### config.mk
export PLATFORM = sky130hd
export DESIGN_NAME = add_accum_flat
export DESIGN_NICKNAME = d
export VERILOG_FILES = /design/src/rtl/add_accum_if.sv /design/src/rtl/add_accum.sv /design/src/flat_wrapper.sv
export SDC_FILE = /design/constraint.sdc
export NUM_CORES = 1
export LEC_CHECK = 0
export BUFFER_PORTS_ARGS = -buffer_cell sky130_fd_sc_hd__clkbuf_2
export CAP_MARGIN = 0
export CORE_ASPECT_RATIO = 0.7
export CORE_UTILIZATION = 41
export CTS_BUF_LIST = sky130_fd_sc_hd__clkbuf_8 sky130_fd_sc_hd__clkbuf_16
export DETAILED_ROUTE_END_ITERATION = 10
export GPL_TIMING_DRIVEN = 0
export SLEW_MARGIN = 10
export SYNTH_ARGS = -nofsm -noshare
export SYNTH_HDL_FRONTEND = slang
export SYNTH_SLANG_ARGS = --single-unit
export TNS_END_PERCENT = 30
### constraint.sdc
create_clock -name clock -period 6.7 [get_ports clock]
set_clock_uncertainty 0.05 [all_clocks]
set_input_delay 1.675 -clock clock [delete_from_list [all_inputs] [get_ports clock]]
set_output_delay 1.675 -clock clock [all_outputs]
set_load 0.02 [all_outputs]
### src/rtl/add_accum_if.sv
// Valid/ready handshake bundle for the add_accum stage: sample input and result output.
interface add_accum_if #(
  parameter int WIDTH     = 8,
  parameter int ACC_WIDTH = 16
);
  logic signed [WIDTH-1:0]     in_data;
  logic                        in_valid;
  logic                        in_ready;
  logic signed [ACC_WIDTH-1:0] out_data;
  logic                        out_valid;
  logic                        out_ready;

  modport master (
    output in_data, in_valid, out_ready,
    input  in_ready, out_data, out_valid
  );

  modport slave (
    input  in_data, in_valid, out_ready,
    output in_ready, out_data, out_valid
  );
endinterface

### src/rtl/add_accum.sv
// Sums COUNT signed samples and holds the total on a valid/ready port until drained.
// ADD_ACCUM_SAT_EN selects saturating adds (sticky per result); default build wraps.
module add_accum #(
  parameter int WIDTH     = 8,
  parameter int ACC_WIDTH = 16,
  parameter int COUNT     = 4
) (
  input  logic       clock,
  input  logic       reset,
  add_accum_if.slave bus,
  output logic [7:0] count
);

  typedef enum logic {ACCUM, HOLD} state_t;

  localparam logic [7:0] LAST = 8'(COUNT - 1);

  state_t                      state;
  logic signed [ACC_WIDTH-1:0] acc;
  logic signed [ACC_WIDTH-1:0] sample_ext;
  logic signed [ACC_WIDTH-1:0] sum;
  logic                        accept;

  assign sample_ext = ACC_WIDTH'(bus.in_data);
  assign accept     = (state == ACCUM) && bus.in_ready && bus.in_valid;

`ifdef ADD_ACCUM_SAT_EN
  localparam logic signed [ACC_WIDTH-1:0] SMAX = {1'b0, {(ACC_WIDTH-1){1'b1}}};
  localparam logic signed [ACC_WIDTH-1:0] SMIN = {1'b1, {(ACC_WIDTH-1){1'b0}}};

  logic signed [ACC_WIDTH:0] wide;
  logic                      clamped;
  logic                      clamp_now;

  // One guard bit exposes overflow; once clamped, the result is frozen until completion.
  always_comb begin
    wide      = {acc[ACC_WIDTH-1], acc} + {sample_ext[ACC_WIDTH-1], sample_ext};
    clamp_now = 1'b0;
    sum       = wide[ACC_WIDTH-1:0];
    if (clamped) begin
      sum = acc;
    end else if (wide[ACC_WIDTH] != wide[ACC_WIDTH-1]) begin
      sum       = wide[ACC_WIDTH] ? SMIN : SMAX;
      clamp_now = 1'b1;
    end
  end

  always_ff @(posedge clock or negedge reset) begin
    if (!reset) begin
      clamped <= 1'b0;
    end else if (accept) begin
      clamped <= (count == LAST) ? 1'b0 : (clamped | clamp_now);
    end
  end
`else
  assign sum = acc + sample_ext;
`endif

  // in_ready stays low for one ACCUM cycle after a drain, giving the single bubble.
  always_ff @(posedge clock or negedge reset) begin
    if (!reset) begin
      state         <= ACCUM;
      acc           <= '0;
      count         <= '0;
      bus.out_data  <= '0;
      bus.out_valid <= 1'b0;
      bus.in_ready  <= 1'b1;
    end else begin
      case (state)
        ACCUM: begin
          if (!bus.in_ready) begin
            bus.in_ready <= 1'b1;
          end else if (bus.in_valid) begin
            if (count == LAST) begin
              bus.out_data  <= sum;
              bus.out_valid <= 1'b1;
              bus.in_ready  <= 1'b0;
              acc           <= '0;
              count         <= '0;
              state         <= HOLD;
            end else begin
              acc   <= sum;
              count <= count + 8'd1;
            end
          end
        end
        HOLD: begin
          if (bus.out_ready) begin
            bus.out_valid <= 1'b0;
            state         <= ACCUM;
          end
        end
        default: state <= ACCUM;
      endcase
    end
  end

endmodule

### src/flat_wrapper.sv
// flat-port wrapper written by rule: the top's interface ports become plain ports
module add_accum_flat 
#(
  parameter int WIDTH     = 8,
  parameter int ACC_WIDTH = 16,
  parameter int COUNT     = 4
)
  (clock, reset, count, bus_in_data, bus_in_valid, bus_out_ready, bus_in_ready, bus_out_data, bus_out_valid);
  add_accum_if #(.WIDTH(WIDTH), .ACC_WIDTH(ACC_WIDTH)) bus_i ();
  input  logic clock;
  input  logic reset;
  output logic [7:0] count;
  input wire logic [$bits(bus_i.in_data)-1:0] bus_in_data;
  input wire logic [$bits(bus_i.in_valid)-1:0] bus_in_valid;
  input wire logic [$bits(bus_i.out_ready)-1:0] bus_out_ready;
  output wire logic [$bits(bus_i.in_ready)-1:0] bus_in_ready;
  output wire logic [$bits(bus_i.out_data)-1:0] bus_out_data;
  output wire logic [$bits(bus_i.out_valid)-1:0] bus_out_valid;
  assign bus_i.in_data = bus_in_data;
  assign bus_i.in_valid = bus_in_valid;
  assign bus_i.out_ready = bus_out_ready;
  assign bus_in_ready = bus_i.in_ready;
  assign bus_out_data = bus_i.out_data;
  assign bus_out_valid = bus_i.out_valid;
  add_accum #(.WIDTH(WIDTH), .ACC_WIDTH(ACC_WIDTH), .COUNT(COUNT)) u_core (.clock(clock), .reset(reset), .bus(bus_i), .count(count));
endmodule
# Yosys cells after proc, flatten, opt, wreduce, memory -nomap -nowiden
# Index checks and enable logic that the tools add are counted.
[totals] regBits=43 inputBits=12 out_inout_bits=26 wordCells=32
[op_classes] add_sub_neg=2 n_eq_ne=5 muxes=15 bitwise=1 reduce_logical=3
[ops] cell="$add 16x8->16" count=1
[ops] cell="$mux 16" count=1
[ops] cell="$mux 1" count=11
[ops] cell="$add 8x1->8 const B" count=1
[ops] cell="$eq 8x2->1 const B" count=1
[ops] cell="$mux 8" count=1
[ops] cell="$reduce_and 4->1" count=2
[ops] cell="$ne 2x2->1 const B" count=3
[ops] cell="$pmux 1 s2" count=2
[ops] cell="$reduce_and 3->1" count=1
[ops] cell="$ne 2x1->1 const B" count=1
[ops] cell="$not 1->1" count=1

# Logic depth before layout (Yosys ltp)
# Gate-level depths: netlist (run 1).
[depth] ltp_word=5 ltp_mapped=9 depth_no_buf=9

# Least setup slack after synthesis (run 1)
# Ideal clock, no wire load.
[synth_timing] path_kind="input port to flip-flop" start="input bus_in_data[0]" end="register u_core.bus.out_data[10]" setup_time_ps=129 arrival_time_ps=3599 required_time_ps=6521 path_slack_ps=2922 cell_stages=9 path_buffers=0 cell_sequence="ha_1 > fa_1 > a21oi_1 > nor2_1 > o311ai_0 > nand2_1 > a311oi_1 > xor2_1 > o21ai_0"
[synth_between] elab_chain_cells=1
[synth_lines] item="from (decl)" line_no="flat_wrapper.sv:13" source="input wire logic [$bits(bus_i.in_data)-1:0] bus_in_data;"
[synth_lines] item="$add 16x8->16" line_no="add_accum.sv:56" source="assign sum = acc + sample_ext;"
[synth_lines] item="to (signal assigned)" line_no="add_accum.sv:75" source="bus.out_data <= sum;"
[synth_lines] item="to (decl)" line_no="add_accum_if.sv:20" source="output in_ready, out_data, out_valid"
# Every way passes these cells.
# A chain may end at the register's enable or synchronous reset.

# Worst setup path in the final report (run 1)
[layout_timing] start="input bus_in_data[0]" end="register u_core.acc[10]"
[layout_between] elab_chain_cells=2
[layout_lines] item="$add 16x8->16" line_no="add_accum.sv:56"
[layout_lines] item="$mux 16" line_no="add_accum.sv:74" source="if (count == LAST) begin"
[layout_lines] item="to (signal assigned)" line_no="add_accum.sv:82" source="acc <= sum;"
[layout_lines] item="to (decl)" line_no="add_accum.sv:19" source="logic signed [ACC_WIDTH-1:0] acc;"
# Every way passes these cells.

==> results.sh, run 1 <==
export IMPL_status="finished, final reports clean"
export IMPL_routed_wl_mm=5.09
export IMPL_hp_class="reg -> reg"
export IMPL_async_reset_ff_share_pct=100
export IMPL_timing_setup_tns_ps=0
export IMPL_nNetsFinal=303
export IMPL_drc_errors=0
export IMPL_portBuffers=37
export IMPL_ys_ff_latch=43
export IMPL_cts_root_buffer="clkbuf_8"
export IMPL_setup_violations=0
export IMPL_post_cts_buffers=0
export IMPL_initial_core_util_pct=43.5
export IMPL_reg2reg_slack_ps=3790
export IMPL_die_h_microns=65.2
export IMPL_cts_tree="yes"
export IMPL_ctsHoldBuffers=0
export IMPL_ys_types=45
export IMPL_total_power_w=0.00132
export IMPL_grt_pass1_wl_mm=8.87
export IMPL_hpwl_mm=3.66
export IMPL_ff_latch_area_sq_um=1080
export IMPL_rows=22
export IMPL_num_vias=1825
export IMPL_cap_violations=0
export IMPL_peakVddDrop_mv=0.202
export IMPL_p_per_area_nw_per_um2=484
export IMPL_end_kind="register"
export IMPL_timing_fmax_mhz=250
export IMPL_final_cell_count_no_fill=347
export IMPL_final_common_cell="dfrtp_1"
export IMPL_cts_repair_resized=0
export IMPL_drt_iter0_drc=93
export IMPL_cts_max_level=2
export IMPL_fin_ws_ps=2700
export IMPL_synth_edf_count=0
export IMPL_place_congestion=0.768
export IMPL_start_kind="input port"
export IMPL_finalMaxSlewViolations=0
export IMPL_arrival_ps=4120
export IMPL_synthesis_nets=258
export IMPL_n_fill_cell=544
export IMPL_cts_buffers=5
export IMPL_syn_area_sq_um=2340
export IMPL_yosysWarnings=0
export IMPL_max_slew_margin_rel_pct=58.1
export IMPL_fin_crit_sh_pct=59.7
export IMPL_worst_setup_path_type="in -> reg"
export IMPL_synth_area_per_cell_sq_um=10.2
export IMPL_drive_above_1_share_pct=21.8
export IMPL_cts_clk_slew_worst_paths_ps=90
export IMPL_finish_utilization_pct=50.7
export IMPL_multi_input_area_sq_um=1230
export IMPL_synth_ff_type="dfrtp_1"
export IMPL_dieArea_sq_um=6010
export IMPL_synth_cells=229
export IMPL_clk_latency_ps=300
export IMPL_first_pass_iters=4
export IMPL_grt_setup_unrepaired="no"
export IMPL_grt_pass1_vias=1771
export IMPL_cts_buffer_depth=2
export IMPL_grt_use_total_pct=19.4
export IMPL_diodes=0
export IMPL_min_period_ps=4000
export IMPL_seq_area_frac_synth_pct=46.1
export IMPL_gr_total_overflow=0
export IMPL_area_growth_pct=16.4
export IMPL_fp_coreArea_sq_um=5370
export IMPL_die_x_microns=92.2
export IMPL_dp_slack_ps=2430
export IMPL_via_per_inst=5.26
export IMPL_power_leakage_nw=1.33
export IMPL_io_pins=38
export IMPL_wire_per_inst_microns=14.7
export IMPL_required_ps=6820
export IMPL_hold_viol=0
export IMPL_final_cell_mix="dfrtp_1, nand2_1, clkbuf_2"
export IMPL_worst_pin_slew_ps=628
export IMPL_dp_cells=338
export IMPL_clock_sinks=43
export IMPL_antenna_found_initial=0
export IMPL_worst_path_max_fanout=2
export IMPL_grt_start_max_net_pins=44
export IMPL_route_antenna_remaining_nets=0
==> sequential cells by signal (all words and copies together), names as in the netlist <==
register	cells
u_core.bus.out_valid	1
u_core.bus.in_ready	1
u_core.state	1
u_core.acc	16
u_core.bus.out_data	16
u_core.count	8
==> critical path, stage by stage <==
cell and delay [ps]:
clkbuf_2 90, ha_1 210, fa_1 420, a21oi_1 220, nor2_1 90, o311ai_0 550
nand2_1 160, a311oi_1 390, xor2_1 210, o21ai_0 110
==> cells by family (layout without fill, tap and decap cells) <==
kind of cell,count (synthesis),in the layout,share of synthesized area [%]
xor+xnor,17,17,6.37
buf+inv,8,54,1.34
mux,7,7,3.37
flops,43,43,46.1
simple gates,85,85,16.8
fa+ha+maj,17,17,9.43
compound gates,52,52,16.6
==> Yosys cell counts (2+ instances only) <==
| master | number | area, sq um |
|---|---|---|
| nand2_1 | 39 | 146 |
| nor2_1 | 11 | 41.3 |
| a22o_1 | 10 | 87.6 |
| nor2b_1 | 2 | 12.5 |
| a21boi_0 | 2 | 15.0 |
| a21o_1 | 4 | 30.0 |
| o21ai_0 | 7 | 35.0 |
| nor3_1 | 3 | 15.0 |
| dfrtp_1 | 42 | 1050 |
| and2_1 | 2 | 12.5 |
| a21oi_1 | 13 | 65.1 |
| clkbuf_1 | 5 | 18.8 |
| nand3_1 | 13 | 65.1 |
| nand4_1 | 4 | 25.0 |
| mux2_2 | 7 | 78.8 |
| inv_1 | 2 | 7.51 |
| o31ai_1 | 2 | 15.0 |
| ha_1 | 16 | 200 |
| xor2_1 | 4 | 35.0 |
| xnor2_1 | 13 | 114 |
| and3_1 | 4 | 25.0 |
==> final cells by class <==
type	count	area share (%)
Timing Repair Buffer	38	7.82
Inverter	2	0.276
Clock buffer	5	2.53
Multi-Input combinational cell	178	45.1
Sequential cell	43	39.6
Tap cell	72	3.31
Clock inverter	3	0.460
Buffer	6	0.874
==> per-stage QoR <==
step	cell area (sq um)	hold slack [ps]
3_5_place_dp	2610	400
4_1_cts	2690	405
5_1_grt	2720	443
6_report	2720	405
2_1_floorplan	2340	367
3_3_place_gp	2610	387
==> layer usage <==
| layer | GRT usage (%) | routed length (microns) | up-vias |
|---|---|---|---|
| met2 | 26.9 | 2010 | 31 |
| li1 | - | - | 918 |
| met5 | 0 | 0 | - |
| met1 | 30.1 | 2840 | 872 |
| met4 | 4.49 | 33 | 0 |
| met3 | 4.75 | 201 | 4 |
==> final timing paths <==
path | endpoint | depth (start not counted) | from
min in group asynchronous | u_core.bus.out_data[9]$_DFFE_PN0P_ | 1 | reset
max reg2reg | u_core.acc[10]$_DFFE_PN0P_ | 9 | u_core.acc[0]$_DFFE_PN0P_
min | u_core.bus.out_valid$_DFFE_PN0P_ | 1 | u_core.state$_DFF_PN0_
max in group asynchronous | u_core.bus.in_ready$_DFFE_PN1N_ | 2 | reset
min reg2reg | u_core.bus.out_valid$_DFFE_PN0P_ | 1 | u_core.state$_DFF_PN0_
max | u_core.acc[10]$_DFFE_PN0P_ | 10 | bus_in_data[0]
==> where the power goes <==
part / internal, W / switching, W / total [W] / leakage (nW)
sequential: 0.000375 / 0.0000750 / 0.000450 / 0.538
clock: 0.0000703 / 0.0000875 / 0.000158 / 0.0505
combinational: 0.000298 / 0.000411 / 0.000709 / 0.746
Power figures use the tool's default switching activity.
==> inputs of run 2 (changes only) <==
Settings changed: ABC_AREA from default to 1.
Clock period 6.7 ns to 3.7 ns, I/O delays scaled along.
==> run 2 against run 1 <==
Against the previous run:
- hold slack lost 15 ps
- synthesized cell count increased by 54%
- register-to-register slack got worse by 2000 ps
- cell area increased by 9.9%
- clock power increased by 140%
- worst setup slack worse by 1300 ps
- clock-buffer cell count unchanged
- sequential power up 84%
- first-iteration DRC count grew 32%
- largest power group unchanged
- highest routed layer unchanged
==> results.sh, run 2 <==
export IMPL_comb_power_share_pct=53.2
export IMPL_synthesis_nets=382
export IMPL_cts_max_level=2
export IMPL_max_slew_margin_rel_pct=36.1
export IMPL_critPathTopFamily="simple AND/OR/NAND/NOR gates"
export IMPL_clock_sinks=43
export IMPL_grt_use_total_pct=19.2
export IMPL_synth_area_per_cell_sq_um=7.36
export IMPL_total_power_w=0.00258
export IMPL_hold_viol=0
export IMPL_cp_common_cell="nand2_1"
export IMPL_via_per_inst=4.76
export IMPL_wire_per_inst_microns=12.5
export IMPL_setup_violations=0
export IMPL_initial_core_util_pct=44.0
export IMPL_yosysMostFrequentCell="nand2_1"
export IMPL_synth_cells_most_frequent="nand2_1, inv_1, dfrtp_1"
export IMPL_drive_above_1_share_pct=15.1
export IMPL_final_common_cell="nand2_1"
export IMPL_p_seq_share_pct=32.1
export IMPL_reg2reg_slack_ps=1770
export IMPL_reg_top3="u_core.acc: 16 flops, u_core.bus.out_data: 16 flops, u_core.count: 8 flops"
export IMPL_timing_setup_tns_ps=0
export IMPL_worst_path_max_fanout=4
export IMPL_async_reset_ff_share_pct=100
export IMPL_final_cell_mix="nand2_1, inv_1, dfrtp_1"
export IMPL_die_h_microns=68.6
export IMPL_met1_usage_pct=29.1
export IMPL_ctsHoldBuffers=0
export IMPL_seq_area_frac_synth_pct=41.5
export IMPL_r2r_start="u_core.acc[0]$_DFFE_PN0P_"
export IMPL_synth_cells=353
export IMPL_grt_pass1_vias=1959
export IMPL_start_kind="input port"
export IMPL_worst_setup_path_type="in -> reg"
export IMPL_r2r_cells=9
export IMPL_internal_power_w=0.00138
export IMPL_ys_ff_latch=43
export IMPL_status="finished, final reports clean"
export IMPL_antenna_found_initial=0
export IMPL_n_fill_cell=567
export IMPL_peakVddDrop_mv=0.311
export IMPL_gr_total_overflow=0
export IMPL_grt_start_max_net_pins=44
export IMPL_met3_usage_pct=3.73
export IMPL_max_stage_delay_ps=400
export IMPL_synth_top_area_share_pct=40.5
export IMPL_crit_start="bus_in_data[0]"
export IMPL_syn_area_sq_um=2600
export IMPL_cap_violations=0
export IMPL_power_leakage_nw=1.72
export IMPL_drt_iter0_drc=123
export IMPL_synth_edf_count=0
export IMPL_timing_hold_ws_ps=391
export IMPL_worstReg2RegEnd="u_core.bus.out_data[6]$_DFFE_PN0P_"
export IMPL_grt_pass1_wl_mm=9.81
export IMPL_rows=23
export IMPL_grt_use_met2_pct=27.3
export IMPL_post_cts_buffers=0
export IMPL_synth_top_cells_by_area="dfrtp_1, nand2_1, ha_1"
export IMPL_cts_buffers=5
export IMPL_cp_cell_sequence="clkbuf_2, ha_1, fa_1, nand2_1, nand2_1, nand3b_1, nand2_1, or2_2, nand3_1, nand2_1"
export IMPL_p_sw_share_pct=46.7
export IMPL_first_pass_iters=4
export IMPL_crit_path_end="u_core.bus.out_data[6]$_DFFE_PN0P_"
export IMPL_drc_errors=0
export IMPL_p_sw_w=0.00121
export IMPL_fin_crit_sh_pct=61.0
export IMPL_timing_fmax_mhz=443
export IMPL_ys_types=28
export IMPL_io_pins=38
export IMPL_worst_pin_slew_ps=959
export IMPL_p_per_area_nw_per_um2=864
export IMPL_die_x_microns=97.1
export IMPL_cp_slowest_cell="fa_1"
export IMPL_route_antenna_remaining_nets=0
export IMPL_nNetsFinal=426
export IMPL_clk_latency_ps=310
export IMPL_end_kind="register"
export IMPL_cts_tree="yes"
export IMPL_place_congestion=0.865
export IMPL_dieArea_sq_um=6660
export IMPL_grt_setup_unrepaired="no"
export IMPL_synth_ff_type="dfrtp_1"
export IMPL_cts_root_buffer="clkbuf_8"
export IMPL_portBuffers=37
export IMPL_grt_busiest_layer="met1"
export IMPL_yosysTopAreaCell="dfrtp_1"
export IMPL_num_vias=2252
export IMPL_worstPathBufferInverterCount=1
export IMPL_routed_wl_mm=5.92
export IMPL_cp_depth=10
export IMPL_clkPwrFrac_pct=14.7
export IMPL_min_period_ps=2260
export IMPL_cts_repair_resized=0
export IMPL_area_growth_pct=15.1
export IMPL_cts_clk_slew_worst_paths_ps=100
export IMPL_hpwl_mm=4.50
export IMPL_cts_buffer_depth=2
export IMPL_fp_coreArea_sq_um=5900
export IMPL_diodes=0
export IMPL_required_ps=3840
export IMPL_yosysWarnings=0
export IMPL_hp_class="reg -> reg"
export IMPL_arrival_ps=2400
export IMPL_finalMaxSlewViolations=0
-- run 2: cell count changes in the layout (fill, tap and decap cells not counted), sizes merged, moves of 9 or more --
cell,previous run,this run
a22o,10,1
inv,4,49
nand2,40,136
nand3,13,31
nor2,11,21
xnor2,13,4
-- run 2: stage by stage --
stage               utilization (%)  instances  area (sq um)  setup slack (ps)
floorplan                         -        353          2600              1360
global placement               48.8        465          2880              1140
detailed placement             48.8        465          2880              1120
CTS                            50.7        473          2990              1440
global route                   50.7        473          2990              1330
finish                         50.7        473          2990              1440
-- run 2: power groups by stage --
stage	registers, W	logic (W)	clock network (W)
floorplan	0.000956	0.000876	0
global placement	0.000831	0.00135	0
detailed placement	0.000837	0.00137	0
CTS	0.000829	0.00138	0.000390
global route	0.000860	0.00156	0.000410
finish	0.000828	0.00138	0.000380
-- run 2: cell families (layout without fill, tap and decap cells) --
group / after synthesis / after routing / share of synthesized area (%)
flip-flops: 43 / 43 / 41.5
adder cells (fa/ha/maj): 17 / 17 / 8.48
buffers and inverters: 55 / 100 / 8.77
AO/OA/AOI/OAI: 23 / 23 / 4.58
AND/OR/NAND/NOR: 206 / 206 / 33.7
XOR/XNOR: 9 / 9 / 3.03
-- run 2: per-layer routing --
metal	wire length, microns	vias to the layer above
met5	0	-
met4	48	0
met3	337	4
met2	2330	54
met1	3200	1007
li1	-	1187
-- run 2: layout make-up --
| class | count | area, sq um | share of cell area (%) |
|---|---|---|---|
| buffer | 6 | 43.8 | 1.47 |
| clock buffer | 5 | 68.8 | 2.30 |
| clock inverter | 3 | 43.8 | 1.47 |
| inverter | 49 | 184 | 6.15 |
| multi-input combinational | 255 | 1290 | 43.2 |
| sequential | 43 | 1080 | 36.0 |
| tap | 75 | 93.8 | 3.14 |
| timing repair buffer | 37 | 185 | 6.20 |
-- run 2: how the worst min path moves through the flow --
stage                     cells past startpoint                    from  slack, ps                          endpoint
after global placement                        1  u_core.state$_DFF_PN0_        370  u_core.bus.out_valid$_DFFE_PN0P_
final                                         1  u_core.state$_DFF_PN0_        390  u_core.bus.out_valid$_DFFE_PN0P_
after detailed placement                      1  u_core.state$_DFF_PN0_        380  u_core.bus.out_valid$_DFFE_PN0P_
after floorplan                               1  u_core.state$_DFF_PN0_        370  u_core.bus.out_valid$_DFFE_PN0P_
after global routing                          1  u_core.state$_DFF_PN0_        450  u_core.bus.out_valid$_DFFE_PN0P_
after CTS                                     1  u_core.state$_DFF_PN0_        390  u_core.bus.out_valid$_DFFE_PN0P_
-- run 2: worst reg2reg max path, delay by kind of cell, from the launching register on --
family,cells,cell delay (ps)
flip-flops,1,390
AND/OR/NAND/NOR,7,780
adder cells (fa/ha/maj),2,600
